## config.mk

```make
export PLATFORM = sky130hd
export DESIGN_NAME = fx3_stream_out_capture
export DESIGN_NICKNAME = d
export VERILOG_FILES = /design/src/rtl/fx3_pkg.sv /design/src/rtl/sync_fifo_fwft.sv /design/src/rtl/fx3_stream_out_capture.sv
export SDC_FILE = /design/constraint.sdc
export NUM_CORES = 1
export LEC_CHECK = 0
export ABC_AREA = 1
export CAP_MARGIN = 20
export CORE_MARGIN = 5
export CORE_UTILIZATION = 50
export CTS_BUF_LIST = sky130_fd_sc_hd__clkbuf_8
export CTS_CLUSTER_DIAMETER = 40
export CTS_CLUSTER_SIZE = 10
export DETAILED_ROUTE_END_ITERATION = 7
export PLACE_DENSITY = 0.64
export RECOVER_POWER = 25
export SLEW_MARGIN = 20
export SYNTH_ARGS = -nofsm -noshare
export SYNTH_HDL_FRONTEND = slang
export SYNTH_SLANG_ARGS = --single-unit
```

## constraint.sdc

```tcl
create_clock -name clk_100 -period 8.6 [get_ports clk_100]
set_input_delay 2.58 -clock clk_100 [delete_from_list [all_inputs] [get_ports clk_100]]
set_output_delay 2.58 -clock clk_100 [all_outputs]
set_load 0.005 [all_outputs]
```

## src/rtl/fx3_pkg.sv

```systemverilog
// Shared FX3 stream-OUT definitions: bus width, default read latency and the word type.
package fx3_pkg;
   localparam int FX3_DW                 = 32;
   localparam int FX3_RD_LATENCY_DEFAULT = 2;

   typedef logic [FX3_DW-1:0] fx3_word_t;
endpackage

```

## src/rtl/sync_fifo_fwft.sv

```systemverilog
// First-word-fall-through synchronous FIFO with extra-MSB pointers and a registered level.
module sync_fifo_fwft #(
   parameter  int DW    = 32,
   parameter  int DEPTH = 16,
   localparam int AW    = $clog2(DEPTH)
) (
   input  logic          clk_100,
   input  logic          reset_,
   input  logic          push,
   input  logic [DW-1:0] din,
   input  logic          pop,
   output logic [DW-1:0] dout,
   output logic          empty,
   output logic          full,
   output logic [AW:0]   level
);

   logic [DW-1:0] r_mem [DEPTH];
   logic [AW:0]   r_wptr;
   logic [AW:0]   r_rptr;
   logic [AW:0]   r_level;
   logic          w_doPush;
   logic          w_doPop;

   // A pop frees the slot on the same edge, so a push into a full FIFO still lands if a pop accompanies it.
   assign w_doPop  = pop & ~empty;
   assign w_doPush = push & (~full | w_doPop);

   assign empty = (r_wptr == r_rptr);
   assign full  = (r_wptr[AW] != r_rptr[AW]) && (r_wptr[AW-1:0] == r_rptr[AW-1:0]);
   assign dout  = r_mem[r_rptr[AW-1:0]];
   assign level = r_level;

   always_ff @(posedge clk_100) begin
      if (w_doPush) begin
         r_mem[r_wptr[AW-1:0]] <= din;
      end
   end

   always_ff @(posedge clk_100 or negedge reset_) begin
      if (!reset_) begin
         r_wptr  <= '0;
         r_rptr  <= '0;
         r_level <= '0;
      end else begin
         if (w_doPush) begin
            r_wptr <= r_wptr + 1'b1;
         end
         if (w_doPop) begin
            r_rptr <= r_rptr + 1'b1;
         end
         case ({w_doPush, w_doPop})
            2'b10:   r_level <= r_level + 1'b1;
            2'b01:   r_level <= r_level - 1'b1;
            default: r_level <= r_level;
         endcase
      end
   end

endmodule

```

## src/rtl/fx3_stream_out_capture.sv

```systemverilog
// Realigns the FX3 read strobe with the bus read latency, captures words into a FWFT FIFO
// and returns a registered space_ok level that throttles the stream-OUT read controller.
module fx3_stream_out_capture
   import fx3_pkg::*;
#(
   parameter  int RD_LATENCY   = FX3_RD_LATENCY_DEFAULT,
   parameter  int DEPTH        = 16,
   parameter  int AFULL_MARGIN = 4,
   localparam int LW           = $clog2(DEPTH) + 1
) (
   input  logic          clk_100,
   input  logic          reset_,
   input  logic          reading_i,
   input  fx3_word_t     data_i,
   output logic          space_ok,
   output fx3_word_t     m_data,
   output logic          m_valid,
   input  logic          m_ready,
   output logic [LW-1:0] level,
   output logic          overflow
);

   localparam int THRESH = DEPTH - AFULL_MARGIN;

   if (RD_LATENCY < 1 || RD_LATENCY > 4 || DEPTH < 8 || (DEPTH & (DEPTH - 1)) != 0 ||
       AFULL_MARGIN < RD_LATENCY + 2) begin : g_paramCheck
      $error("fx3_stream_out_capture: illegal parameter combination");
   end

   logic [RD_LATENCY-1:0] r_vpipe;
   logic [RD_LATENCY-1:0] w_vpipeNext;
   logic                  r_spaceOk;
   logic                  r_overflow;
   logic                  w_push;
   logic                  w_empty;
   logic                  w_full;
   logic                  w_doPop;
   logic                  w_doPush;
   logic [LW-1:0]         w_level;
   logic [LW:0]           w_levelNext;
   logic [LW:0]           w_inflightNext;
   logic [LW:0]           w_committed;

   assign w_vpipeNext = RD_LATENCY'({r_vpipe, reading_i});
   assign w_push      = r_vpipe[RD_LATENCY-1];

   assign w_doPop     = ~w_empty & m_ready;
   assign w_doPush    = w_push & (~w_full | w_doPop);
   assign w_levelNext = {1'b0, w_level} + (LW+1)'(w_doPush) - (LW+1)'(w_doPop);

   // Words already strobed but not yet on the bus must be counted against free space.
   always_comb begin
      w_inflightNext = '0;
      for (int i = 0; i < RD_LATENCY; i++) begin
         w_inflightNext = w_inflightNext + (LW+1)'(w_vpipeNext[i]);
      end
   end

   assign w_committed = w_levelNext + w_inflightNext;

   always_ff @(posedge clk_100 or negedge reset_) begin
      if (!reset_) begin
         r_vpipe    <= '0;
         r_spaceOk  <= 1'b1;
         r_overflow <= 1'b0;
      end else begin
         r_vpipe   <= w_vpipeNext;
         r_spaceOk <= (w_committed <= (LW+1)'(THRESH));
         if (w_push && w_full && !w_doPop) begin
            r_overflow <= 1'b1;
         end
      end
   end

   sync_fifo_fwft #(
      .DW    (FX3_DW),
      .DEPTH (DEPTH)
   ) u_fifo (
      .clk_100 (clk_100),
      .reset_  (reset_),
      .push    (w_push),
      .din     (data_i),
      .pop     (w_doPop),
      .dout    (m_data),
      .empty   (w_empty),
      .full    (w_full),
      .level   (w_level)
   );

   assign m_valid  = ~w_empty;
   assign level    = w_level;
   assign space_ok = r_spaceOk;
   assign overflow = r_overflow;

endmodule

```

==> flow_summary.ini <==
[critical_path]
worst-path-buf-inv = 3
worstSetupEndpointType = output pin
reg2regPathDepth = 18
cp_slowest_cell = dfrtp_4
start_kind = flop
crit-reg2reg-launch = u_fifo.r_rptr[2]
cp_data_required_time_ns = 6.02
reg2reg_setup_slack_ns = 4.00
path_class = reg2out
crit_family = buffers and inverters
startpoint = u_fifo.r_rptr[1]
critPathMostFrequentCell = nand2_1
r2r-end = space_ok
crit_arrival_ns = 3.92
cp_max_fo = 88
cpPeakStageDelay_ns = 1.04
cp_cell_sequence = buf_4 -> o21ai_0 -> o21ai_1 -> nand2_1 -> nand2_1 -> inv_1 -> nand2_1 -> clkdlybuf4s50_1

[timing]
hold_viol = 0
finalMaxSlewViolations = 0
fin_crit_sh = 0.756
max_freq_mhz = 154
finalSetupTns_ns = 0
holdWs_ns = 0.386
setup_ws_ns = 2.10
rsz0062_at_grt = no
slew_headroom = 0.104
fin_skew_ns = 0.0289
finalCriticalPeriod_ns = 6.50
setup_violations = 0
tightest_slew_ns = 1.34

[grt]
grt_max_degree = 241
busiest_layer = met2
grt_pass1_vias = 14000
antenna_found_initial = 1
use_met1 = 0.317
track_usage = 0.218
grt_pass1_wl_mm = 81.0
use_met2 = 0.344
met3_usage = 0.0361
grt_overflow = 0

[clocking]
cts_tree = done
clk-insertion-delay-late_ns = 0.63
post_cts_buffers = 0
cts_buffers = 73
cts.path.max_buffers = 3
postCtsHoldBufs = 0
post_cts_resized = 0
clock_sinks = 531
clockRootBuffer = clkbuf_8
htreeDepth = 3
clk_pin_slew_worst_paths_ns = 0.07

[synth]
ys_ff_latch = 531
synth_mux_area_frac = 0
synth_enable_flop_cells = 512
synth_compound_gate_area_share = 0.0532
synthCells = 1957
synth-simple-area-share = 0.177
yosys.cell_types.count = 28
synth_area_leader_cell = edfxtp_1
yosysWarnings = 0
synthTopCellsByArea = edfxtp_1 (69%), nand2_1 (8.6%), nor2_1 (6.0%)
syn_nets = 2015
synth_fa_ha_area_frac = 0.0134
synth_most_common_cell = edfxtp_1
synth_area_mm2 = 0.0221
netlist.area_leader.share = 0.694
synth_top_family_by_area = simple AND/OR/NAND/NOR gates
synth_xor_area_frac = 0.00395
synth-main-ff-cell = edfxtp_1
ys_top_cells_by_count = edfxtp_1 (512), nand2_1 (510), nor2_1 (355)
avgSynthCellArea_um2 = 11.3
seq_area_frac_synth = 0.716
async_flop_share = 0.0358

[placement]
place_hpwl_mm = 26.5
io_buffers = 75
gp_congestion = 0.789
preCtsSetupSlack_ns = 2.76

[finish]
final_util = 0.565
drive_gt1_frac = 0.0773
area_delta_synth_final_pct = 12.3
nNetsFinal = 2088

[die]
num_rows = 77
die_area_mm2 = 0.0486
start_util = 0.503
coreArea_mm2 = 0.0440
die_h_um = 220
die_x_um = 220
io_pins = 76

[hold_path]
hold_depth = 0
holdPathEnd = r_vpipe[1]
min-delay-start = r_vpipe[0]
min_path_type = reg2reg

[pwr]
irDropWorstVdd_mv = 0.300
power.density_mw_per_mm2 = 324
totalPowerFinal_mw = 8.07
power.leakage_nw = 9.10

[detailed_routing]
ant_nets = 0
firstDrtPassIters = 5
wl_mm = 52.6
remaining_drc_errors = 0
wire_per_inst_um = 19.7
drtIter0Drc = 1354
viasPerCell = 5.34
vias = 14200

[run]
maxCapViolCount = 0

[run_status]
status = finished, final reports clean
## cells in the final DEF, fill, tap and decap left out, types with 6 or more instances in the layout
cell type and n:
clkinv_1 7, nor2_1 338, clkdlybuf4s50_1 55, nor2_4 19
dlygate4sd3_1 20, nand2_1 510, o21ai_0 188, clkinv_2 8
inv_1 69, dfrtp_1 15, ha_1 19, buf_4 26
nand3_1 115, bufinv_16 6, xor2_1 6, o21ai_1 41
clkbuf_8 79, edfxtp_1 512
## flip-flops by register name (all words and copies together) (netlist names)
register and flops:
u_fifo.r_mem 512, r_vpipe 2, overflow 1, space_ok 1
u_fifo.r_rptr 5, u_fifo.r_wptr 5, u_fifo.level 5
## worst register-to-register path, cell delays in order (launching register included)
cell and delay, ns:
dfrtp_2 0.78, buf_4 0.46, inv_2 0.48, nand2_1 0.18, nand2_1 0.10, nor2_4 0.18
nand3_4 0.12, nand2_1 0.23, inv_1 0.08, ha_1 0.27, inv_1 0.07, fa_1 0.41
ha_1 0.24, fa_1 0.47, nand3_1 0.10, nand2_1 0.07, xnor2_1 0.14, nand2_1 0.06
nor2_1 0.09
## final cells by class
| class | instances | area [um^2] |
|---|---|---|
| inverter | 65 | 250 |
| fill | 3655 | 19200 |
| multi-input combinational | 1257 | 5620 |
| sequential | 531 | 15900 |
| antenna | 2 | 5.00 |
| clock buffer | 79 | 1090 |
| tap | 592 | 741 |
| timing repair buffer | 102 | 966 |
| clock inverter | 37 | 347 |
## per-stage QoR
step / instances / area (um^2)
after floorplan: 1957 / 22100
after global placement: 2547 / 23400
after detailed placement: 2547 / 23400
after CTS: 2663 / 24900
after global routing: 2663 / 24900
final: 2665 / 24900
## cell families after synthesis
kind of cell / count (synthesis)
compound gates: 235
xor+xnor: 10
fa+ha+maj: 22
buf+inv: 169
flops: 531
simple gates: 990
## report_power, final
part	switching, mW	total (mW)	internal, mW
registers	0.175	3.25	3.08
clock network	0.931	1.96	1.03
logic	1.82	2.85	1.03
## routing by layer
metal  vias up  wire, um
li1       6805         -
met1      6885     23400
met2       472     24400
met3        68      3780
met4         0      1050
met5         -         0
## how the worst max path moves through the flow
stage / cells past startpoint / to / slack, ns
2_1_floorplan: 5 / u_fifo.r_mem[10][0] / 3.83
3_3_place_gp: 8 / m_data[1] / 2.80
3_5_place_dp: 8 / m_data[17] / 2.76
4_1_cts: 8 / m_data[17] / 2.05
5_1_grt: 8 / m_data[21] / 1.77
6_report: 8 / m_data[17] / 2.10
No activity file was read; power rests on OpenSTA's default activity.
